$ cat src/rtl/hello_pkg.sv
// Shared definitions for the hello BCD alarm clock: digit limits, time records
// and the load-value validity check used for both time and alarm loads.
package hello_pkg;

  localparam int SEC_MAX   = 59;
  localparam int MIN_MAX   = 59;
  localparam int HOUR_MAX  = 23;
  localparam int DIGIT_MAX = 9;

  typedef struct packed {
    logic [1:0] h1;
    logic [3:0] h0;
    logic [3:0] m1;
    logic [3:0] m0;
    logic [3:0] s1;
    logic [3:0] s0;
  } time_t;

  typedef struct packed {
    logic [1:0] h1;
    logic [3:0] h0;
    logic [3:0] m1;
    logic [3:0] m0;
  } hm_t;

  // True when the digits form a legal 24-hour HH:MM value.
  function automatic logic hm_valid(input logic [1:0] h1, input logic [3:0] h0,
                                    input logic [3:0] m1, input logic [3:0] m0);
    logic hours_ok;
    hours_ok = (h1 < 2'(HOUR_MAX / 10)) ||
               ((h1 == 2'(HOUR_MAX / 10)) && (h0 <= 4'(HOUR_MAX % 10)));
    return hours_ok && (h0 <= 4'(DIGIT_MAX)) &&
           (m1 <= 4'(MIN_MAX / 10)) && (m0 <= 4'(DIGIT_MAX));
  endfunction

endpackage

$ cat src/rtl/hello_bcd_counter.sv
// Two-digit BCD modulo counter (0..MAX) with synchronous load and enable.
// Value updates one cycle after enable/load; o_carry is combinational (enable at MAX).
module hello_bcd_counter #(
  parameter int MAX    = 59,
  parameter int TENS_W = 4
) (
  input  logic              clk,
  input  logic              reset,
  input  logic              i_en,
  input  logic              i_load,
  input  logic [TENS_W-1:0] i_tens,
  input  logic [3:0]        i_units,
  output logic [TENS_W-1:0] o_tens,
  output logic [3:0]        o_units,
  output logic              o_carry
);
  import hello_pkg::*;

  localparam logic [TENS_W-1:0] MAX_TENS  = TENS_W'(MAX / 10);
  localparam logic [3:0]        MAX_UNITS = 4'(MAX % 10);
  localparam logic [3:0]        UNITS_TOP = 4'(DIGIT_MAX);

  logic [TENS_W-1:0] r_tens;
  logic [3:0]        r_units;
  logic              w_at_max;

  assign w_at_max = (r_tens == MAX_TENS) && (r_units == MAX_UNITS);
  assign o_carry  = i_en && w_at_max;
  assign o_tens   = r_tens;
  assign o_units  = r_units;

  always_ff @(posedge clk) begin
    if (reset) begin
      r_tens  <= '0;
      r_units <= '0;
    end else if (i_load) begin
      r_tens  <= i_tens;
      r_units <= i_units;
    end else if (i_en) begin
      if (w_at_max) begin
        r_tens  <= '0;
        r_units <= '0;
      end else if (r_units == UNITS_TOP) begin
        r_tens  <= r_tens + TENS_W'(1);
        r_units <= '0;
      end else begin
        r_units <= r_units + 4'd1;
      end
    end
  end

endmodule

$ cat src/rtl/hello.sv
// 24-hour BCD clock HH:MM:SS with one-second prescaler, time/alarm load and alarm flag.
// Loaded time appears one cycle after the load edge; Alarm sets one cycle after a match.
module hello #(
  parameter int CLK_PER_SEC = 1
) (
  input  logic       clk,
  input  logic       reset,
  input  logic [1:0] Hour_in1,
  input  logic [3:0] Hour_in0,
  input  logic [3:0] Minute_in1,
  input  logic [3:0] Minute_in0,
  input  logic       Load_time,
  input  logic       Load_alarm,
  input  logic       Stop_alarm,
  input  logic       Al_On,
  output logic       Alarm,
  output logic [1:0] Hour_out1,
  output logic [3:0] Hour_out0,
  output logic [3:0] Minute_out1,
  output logic [3:0] Minute_out0,
  output logic [3:0] Second_out1,
  output logic [3:0] Second_out0
);
  import hello_pkg::*;

  localparam int              PW      = (CLK_PER_SEC > 1) ? $clog2(CLK_PER_SEC) : 1;
  localparam logic [PW-1:0]   TICK_AT = PW'(CLK_PER_SEC - 1);

  logic [PW-1:0] r_presc;
  hm_t           r_alarm_hm;
  logic          r_alarm;

  time_t w_now;
  logic  w_in_valid;
  logic  w_load_time;
  logic  w_load_alarm;
  logic  w_tick;
  logic  w_sec_en;
  logic  w_sec_carry;
  logic  w_min_carry;
  logic  w_day_carry_unused;
  logic  w_alarm_hit;

  assign w_in_valid   = hm_valid(Hour_in1, Hour_in0, Minute_in1, Minute_in0);
  assign w_load_time  = Load_time && w_in_valid;
  assign w_load_alarm = Load_alarm && w_in_valid;

  // A valid time load restarts the second, so the tick is suppressed on that edge.
  assign w_tick   = (r_presc == TICK_AT);
  assign w_sec_en = w_tick && !w_load_time;

  always_ff @(posedge clk) begin
    if (reset) begin
      r_presc <= '0;
    end else if (w_load_time || w_tick) begin
      r_presc <= '0;
    end else begin
      r_presc <= r_presc + PW'(1);
    end
  end

  hello_bcd_counter #(.MAX(SEC_MAX), .TENS_W(4)) u_sec (
    .clk     (clk),
    .reset   (reset),
    .i_en    (w_sec_en),
    .i_load  (w_load_time),
    .i_tens  (4'd0),
    .i_units (4'd0),
    .o_tens  (w_now.s1),
    .o_units (w_now.s0),
    .o_carry (w_sec_carry)
  );

  hello_bcd_counter #(.MAX(MIN_MAX), .TENS_W(4)) u_min (
    .clk     (clk),
    .reset   (reset),
    .i_en    (w_sec_carry),
    .i_load  (w_load_time),
    .i_tens  (Minute_in1),
    .i_units (Minute_in0),
    .o_tens  (w_now.m1),
    .o_units (w_now.m0),
    .o_carry (w_min_carry)
  );

  hello_bcd_counter #(.MAX(HOUR_MAX), .TENS_W(2)) u_hour (
    .clk     (clk),
    .reset   (reset),
    .i_en    (w_min_carry),
    .i_load  (w_load_time),
    .i_tens  (Hour_in1),
    .i_units (Hour_in0),
    .o_tens  (w_now.h1),
    .o_units (w_now.h0),
    .o_carry (w_day_carry_unused)
  );

  always_ff @(posedge clk) begin
    if (reset) begin
      r_alarm_hm <= '0;
    end else if (w_load_alarm) begin
      r_alarm_hm <= '{h1: Hour_in1, h0: Hour_in0, m1: Minute_in1, m0: Minute_in0};
    end
  end

  // Match only on the :00 second so a stopped alarm stays quiet for the rest of the minute.
  assign w_alarm_hit = (w_now.h1 == r_alarm_hm.h1) && (w_now.h0 == r_alarm_hm.h0) &&
                       (w_now.m1 == r_alarm_hm.m1) && (w_now.m0 == r_alarm_hm.m0) &&
                       (w_now.s1 == 4'd0) && (w_now.s0 == 4'd0);

  always_ff @(posedge clk) begin
    if (reset) begin
      r_alarm <= 1'b0;
    end else if (Stop_alarm || !Al_On) begin
      r_alarm <= 1'b0;
    end else if (w_alarm_hit) begin
      r_alarm <= 1'b1;
    end
  end

  assign Alarm       = r_alarm;
  assign Hour_out1   = w_now.h1;
  assign Hour_out0   = w_now.h0;
  assign Minute_out1 = w_now.m1;
  assign Minute_out0 = w_now.m0;
  assign Second_out1 = w_now.s1;
  assign Second_out0 = w_now.s0;

endmodule

$ cat config.mk
export PLATFORM = sky130hd
export DESIGN_NAME = hello
export DESIGN_NICKNAME = d
export VERILOG_FILES = /design/src/rtl/hello_pkg.sv /design/src/rtl/hello_bcd_counter.sv /design/src/rtl/hello.sv
export SDC_FILE = /design/constraint.sdc
export NUM_CORES = 1
export LEC_CHECK = 0
export CORE_MARGIN = 2
export CORE_UTILIZATION = 52
export DETAILED_ROUTE_END_ITERATION = 10
export GPL_TIMING_DRIVEN = 0
export PLACE_DENSITY_LB_ADDON = 0.08
export SETUP_SLACK_MARGIN = 0.4
export SLEW_MARGIN = 20
export SYNTH_ARGS = -nofsm -noshare
export SYNTH_HDL_FRONTEND = slang
export SYNTH_SLANG_ARGS = --single-unit
$ cat constraint.sdc
create_clock -name clk -period 2.4 [get_ports clk]
set_input_delay 0.48 -clock clk [delete_from_list [all_inputs] [get_ports clk]]
set_output_delay 0.48 -clock clk [all_outputs]
set_load 0.02 [all_outputs]
==> results.sh, run 1 <==
export IMPL_status="finished, final reports clean"
export IMPL_synth_top_family_by_area="simple AND/OR/NAND/NOR gates"
export IMPL_grt_overflow_total=0
export IMPL_wl_per_cell_microns=16.9
export IMPL_drc=0
export IMPL_rsz0062_at_grt="true"
export IMPL_nets=339
export IMPL_ys_ff_latch=38
export IMPL_syn_nets=288
export IMPL_setup_violations=0
export IMPL_die_area_sq_mm=0.00480
export IMPL_layout_cells_most_common="clkdlybuf4s50_1"
export IMPL_period_needed_ps=1940
export IMPL_drv_slew=0
export IMPL_start_util=0.546
export IMPL_power_density_mw_per_mm2=493
export IMPL_num_vias=2179
export IMPL_pre_cts_slack_ps=-143
export IMPL_antenna_left=0
export IMPL_synthSimpleGateAreaFrac=0.280
export IMPL_cp_required_ps=2610
export IMPL_io_buffers=41
export IMPL_crit_path_end_kind="register"
export IMPL_die_y_microns=69.3
export IMPL_synth_xor_area_share=0.0751
export IMPL_dpl_cell_area_sq_mm=0.00269
export IMPL_post_synth_cell_area_avg_sq_um=8.53
export IMPL_max_slew_margin_rel=0.640
export IMPL_place_congestion=0.944
export IMPL_viasPerCell=6.02
export IMPL_ir_drop_mv=0.377
export IMPL_cap_violations=0
export IMPL_cts_path_max_buffers=2
export IMPL_fmax_mhz=515
export IMPL_yosysUniqueCellTypes=51
export IMPL_drive_gt1_frac=0.112
export IMPL_synthMuxAreaShare=0.0135
export IMPL_cts_sinks=38
export IMPL_yosys_area_share_adder=0.0451
export IMPL_cts_tree="yes"
export IMPL_cts_clk_slew_worst_paths_ps=80
export IMPL_diodes=0
export IMPL_worstPathMaxFanout=10
export IMPL_n_fill_cell=334
export IMPL_cts_hold_fix_buffers=0
export IMPL_hold_violations=0
export IMPL_ios=43
export IMPL_synth_area_sq_mm=0.00222
export IMPL_dp_cells=351
export IMPL_synth_edf_count=0
export IMPL_yosysWarnings=0
export IMPL_die_w_microns=69.3
export IMPL_worst_pin_slew_ps=540
export IMPL_path_class="input port to register"
export IMPL_yosys_area_top_type="dfxtp_1"
export IMPL_synthFlopType="dfxtp_1"
export IMPL_dp_hpwl_microns=4340
export IMPL_cts_root_buf="clkbuf_8"
export IMPL_final_util=0.711
export IMPL_syn2layout_area_growth_pct=30.1
export IMPL_synth_async_reset_ratio=0
export IMPL_synth_top_area_share=0.343
export IMPL_drt_wl_total_microns=6100
export IMPL_clk_latency_ps=300
export IMPL_power_static_leakage_nw=1.08
export IMPL_instances_no_fill=362
export IMPL_finClkSkew_ps=9.39
export IMPL_hold_path_class="register to register"
export IMPL_htree_levels=2
export IMPL_critPathArrivalTime_ps=2150
export IMPL_seq_area_frac_synth=0.343
export IMPL_fin_ws_ps=456
export IMPL_core_sq_mm=0.00406
export IMPL_syn_inst=260
export IMPL_final_cell_mix="clkdlybuf4s50_1 (39), dfxtp_1 (37), a21oi_1 (22), o21ai_0 (18), xor2_1 (18)"
export IMPL_drtPass1Iterations=4
export IMPL_synth_compound_area_share=0.187
export IMPL_drt_iter0_markers=161
export IMPL_grt_use_total=0.252
export IMPL_grt_pass1_wl_microns=9760
export IMPL_fin_area_sq_mm=0.00288
export IMPL_antenna_found_initial=0
export IMPL_synth_area_leaders="dfxtp_1 (34%), xor2_1 (7.1%), a21oi_1 (5.2%), o21ai_0 (4.7%), ha_1 (4.5%)"
export IMPL_grt_max_degree=13
export IMPL_cts_made_buffers=5
export IMPL_critPathLaunchType="input port"
export IMPL_min_period_over_period=0.810
export IMPL_tns_ps=0
export IMPL_grt_pass1_vias=1985
export IMPL_rows=23
==> registers in the layout, indices dropped and copies added, names as in the netlist <==
name / cells
u_sec.o_units: 4
u_min.o_units: 4
u_hour.o_units: 4
u_min.o_tens: 4
r_alarm_hm: 14
Alarm: 1
r_presc: 1
u_sec.o_tens: 4
u_hour.o_tens: 2
==> metrics by stage <==
stage | power [W] | hold WS (ps)
2_1_floorplan | 0.000782 | 456
3_3_place_gp | 0.000869 | 463
3_5_place_dp | 0.000871 | 482
4_1_cts | 0.00142 | 494
5_1_grt | 0.00148 | 506
6_report | 0.00142 | 493
==> area by class of cell <==
cell class                      instances  area [sq um]  area share
Sequential cell                        38           762       0.264
Clock buffer                            5          68.8      0.0239
Inverter                               11          41.3      0.0143
Timing Repair Buffer                   44           438       0.152
Multi-Input combinational cell        194          1390       0.482
Clock inverter                          3          40.0      0.0139
Tap cell                               50          62.6      0.0217
Buffer                                 17          82.6      0.0286
==> logic make-up (layout without fill, tap and decap cells) <==
group,after synthesis,after routing
xor gates and xnor gates,19,19
DFF,38,38
and+or+nand+nor,96,96
muxes,3,3
AOI/OAI and AO/OA,67,67
buffers and inverters,28,80
adders and majority gates,8,8
other,1,1
==> worst max-delay path, stage by stage <==
cell	delay, ps
clkdlybuf4s50_1	480
o31ai_4	240
and4_1	240
buf_2	160
nand2_1	120
buf_4	210
a211oi_1	220
==> cells in the mapped netlist (all sizes together) (7+ instances only) <==
cell type and n:
nand4 7, a311oi 8, nand2 7, buf 7
ha 8, nand3 18, nor3 18, inv 11
o21ai 23, clkbuf 10, a21oi 23, dfxtp 38
xor2 18
==> routing by layer <==
layer / up-vias / track usage / part of all wire
met5: - / 0 / 0
met4: 0 / 0.107 / 0.024
met3: 13 / 0.0392 / 0.052
met2: 68 / 0.381 / 0.46
met1: 1031 / 0.355 / 0.47
li1: 1067 / - / -
==> power by group <==
part	leakage [nW]	internal, W	switching (W)
sequential	0.308	0.000646	0.0000212
clock	0.0579	0.000306	0.000244
combinational	0.717	0.0000947	0.000110
total	1.08	0.00105	0.000375
==> what timing repair did <==
action	CTS	global route
resized for setup	3	18
buffers inserted	2	1
endpoints found under the setup margin	31	26
pin swaps	2	1
==> path summary, 6_finish.rpt <==
kind | startpoint | to | slack, ps | cells past startpoint
hold reg to reg | r_alarm_hm[7]$_SDFFE_PP0P_ | r_alarm_hm[7]$_SDFFE_PP0P_ | 490 | 1
setup / recovery | Hour_in1[0] | u_hour.o_units[0]$_SDFFE_PP0P_ | 460 | 7
hold / removal | r_alarm_hm[7]$_SDFFE_PP0P_ | r_alarm_hm[7]$_SDFFE_PP0P_ | 490 | 1
setup reg to reg | u_sec.o_tens[1]$_SDFFE_PP0P_ | u_min.o_tens[1]$_SDFFE_PP0P_ | 490 | 7
(Power assumes the default switching activity.)
==> inputs of run 2 (changes only) <==
==> constraint.sdc (replaced) <==
create_clock -name clk -period 1.8 [get_ports clk]
set_input_delay 0.36 -clock clk [delete_from_list [all_inputs] [get_ports clk]]
set_output_delay 0.36 -clock clk [all_outputs]
set_load 0.02 [all_outputs]
==> results.sh, run 2 (synthesized netlist as in run 1, its figures left out) <==
export IMPL_hold_path_class="input port to register"
export IMPL_max_slew_margin_rel=0.581
export IMPL_cp_required_ps=2010
export IMPL_cts_path_max_buffers=2
export IMPL_cts_clk_slew_worst_paths_ps=80
export IMPL_setup_violations=0
export IMPL_drc=0
export IMPL_seqPwrFrac=0.472
export IMPL_clk_latency_ps=300
export IMPL_path_class="register to register"
export IMPL_power_density_mw_per_mm2=538
export IMPL_fmax_mhz=580
export IMPL_maxUsedRoutingLayer="met4"
export IMPL_start_util=0.546
export IMPL_cts_root_buf="clkbuf_8"
export IMPL_ir_drop_mv=0.416
export IMPL_min_from="Minute_in1[2]"
export IMPL_diodes=0
export IMPL_grt_use_total=0.294
export IMPL_min_period_over_period=0.958
export IMPL_period_needed_ps=1720
export IMPL_n_fill_cell=209
export IMPL_drive_gt1_frac=0.425
export IMPL_top_register="r_alarm_hm"
export IMPL_hold_violations=0
export IMPL_dpl_cell_area_sq_mm=0.00284
export IMPL_worstPathMaxFanout=4
export IMPL_critPathArrivalTime_ps=1940
export IMPL_die_y_microns=69.3
export IMPL_cts_tree="yes"
export IMPL_num_vias=2589
export IMPL_dp_hpwl_microns=4430
export IMPL_wl_met2_microns=3850
export IMPL_p_int_w=0.00133
export IMPL_place_congestion=0.914
export IMPL_drv_slew=0
export IMPL_largest_register_ffs=14
export IMPL_fin_area_sq_mm=0.00350
export IMPL_clock_power_share=0.337
export IMPL_antenna_found_initial=0
export IMPL_status="finished, final reports clean"
export IMPL_drt_wl_total_microns=8300
export IMPL_cts_sinks=38
export IMPL_viasPerCell=6.51
export IMPL_drtPass1Iterations=5
export IMPL_p_sw_frac=0.294
export IMPL_ios=43
export IMPL_worst_pin_slew_ps=628
export IMPL_antenna_left=0
export IMPL_rsz0062_at_grt="true"
export IMPL_layout_cells_most_common="buf_4"
export IMPL_grt_pass1_vias=2365
export IMPL_syn2layout_area_growth_pct=57.7
export IMPL_grt_overflow_total=0
export IMPL_cts_made_buffers=5
export IMPL_wl_met1_microns=3190
export IMPL_r2r_start="u_sec.o_tens[2]$_SDFFE_PP0P_"
export IMPL_die_area_sq_mm=0.00480
export IMPL_core_sq_mm=0.00406
export IMPL_die_w_microns=69.3
export IMPL_critPathLaunchType="register"
export IMPL_p_switching_w=0.000553
export IMPL_power_frac_comb=0.191
export IMPL_final_cell_mix="buf_4 (23), buf_6 (21), a21oi_1 (18), dfxtp_1 (17), xor2_1 (17)"
export IMPL_power_static_leakage_nw=1.42
export IMPL_finalPower_w=0.00188
export IMPL_crit_path_end_kind="register"
export IMPL_grt_pass1_wl_microns=11400
export IMPL_io_buffers=41
export IMPL_rows=23
export IMPL_route_met3_wl_microns=788
export IMPL_hold_ws_ps=353
export IMPL_drt_iter0_markers=343
export IMPL_grt_max_degree=13
export IMPL_crit_path_start="u_sec.o_tens[2]$_SDFFE_PP0P_"
export IMPL_finClkSkew_ps=10.6
export IMPL_nets=375
export IMPL_cap_violations=0
export IMPL_wl_per_cell_microns=20.8
export IMPL_htree_levels=2
-- run 2: cell types whose count changed in the layout (fill, tap and decap cells not counted), moves of 6 or more --
cell	previous run	this run
clkbuf_1	8	2
o21ai_0	18	4
buf_6	1	21
dfxtp_4	0	7
clkdlybuf4s50_1	39	6
buf_4	4	23
nor3_1	16	8
o21ai_1	4	14
clkbuf_2	2	11
dfxtp_1	37	17
dlygate4sd2_1	0	13
dfxtp_2	1	14
-- run 2: routing by layer --
metal  vias up  global-route usage
li1       1135                   -
met1      1230               0.368
met2       187               0.496
met3        37              0.0610
met4         0               0.111
met5         -                   0
-- run 2: final timing paths --
kind	cells past startpoint	endpoint	slack [ps]
max	4	Alarm$_SDFFE_PP0P_	80
min reg2reg	2	r_alarm_hm[4]$_SDFFE_PP0P_	500
max reg2reg	4	Alarm$_SDFFE_PP0P_	80
min	3	r_alarm_hm[6]$_SDFFE_PP0P_	350
-- run 2: critical path, cell delays in order (launching register included) --
cell and delay (ps):
dfxtp_4 360, or4_4 550, nor4_4 350, a41oi_2 160, nor4b_2 220
-- run 2: area by class of cell --
type	count	area, sq um	share of cell area
clock buffer	6	82.6	0.0236
inverter	11	46.3	0.0132
multi-input combinational	194	1640	0.469
timing repair buffer	80	709	0.203
clock inverter	2	12.5	0.00358
sequential	38	805	0.230
tap	50	62.6	0.0179
buffer	17	139	0.0397
-- run 2: what timing repair did --
| action | in CTS | in global routing |
|---|---|---|
| resized for setup | 97 | 63 |
| gates cloned | 1 | 0 |
| hold buffers | 0 | 0 |
| endpoints found under the setup margin | 60 | 46 |
| pin swaps | 17 | 29 |
| setup buffers | 19 | 19 |
-- run 2: through the flow --
stage / utilization / std cells / worst slack [ps] / TNS, ps
global route: 0.862 / 398 / 29.5 / 0
detailed placement: 0.699 / 351 / -575 / -16880
finish: 0.862 / 398 / 76.0 / 0
floorplan: - / 260 / 247 / 0
global placement: 0.699 / 351 / -568 / -16030
CTS: 0.783 / 379 / 118 / 0
-- run 2: power groups by stage --
stage	clock, W	combinational, W	sequential, W
finish	0.000634	0.000359	0.000887
global placement	0	0.000269	0.000908
global route	0.000672	0.000379	0.000890
detailed placement	0	0.000271	0.000909
CTS	0.000633	0.000304	0.000885
floorplan	0	0.000135	0.000921
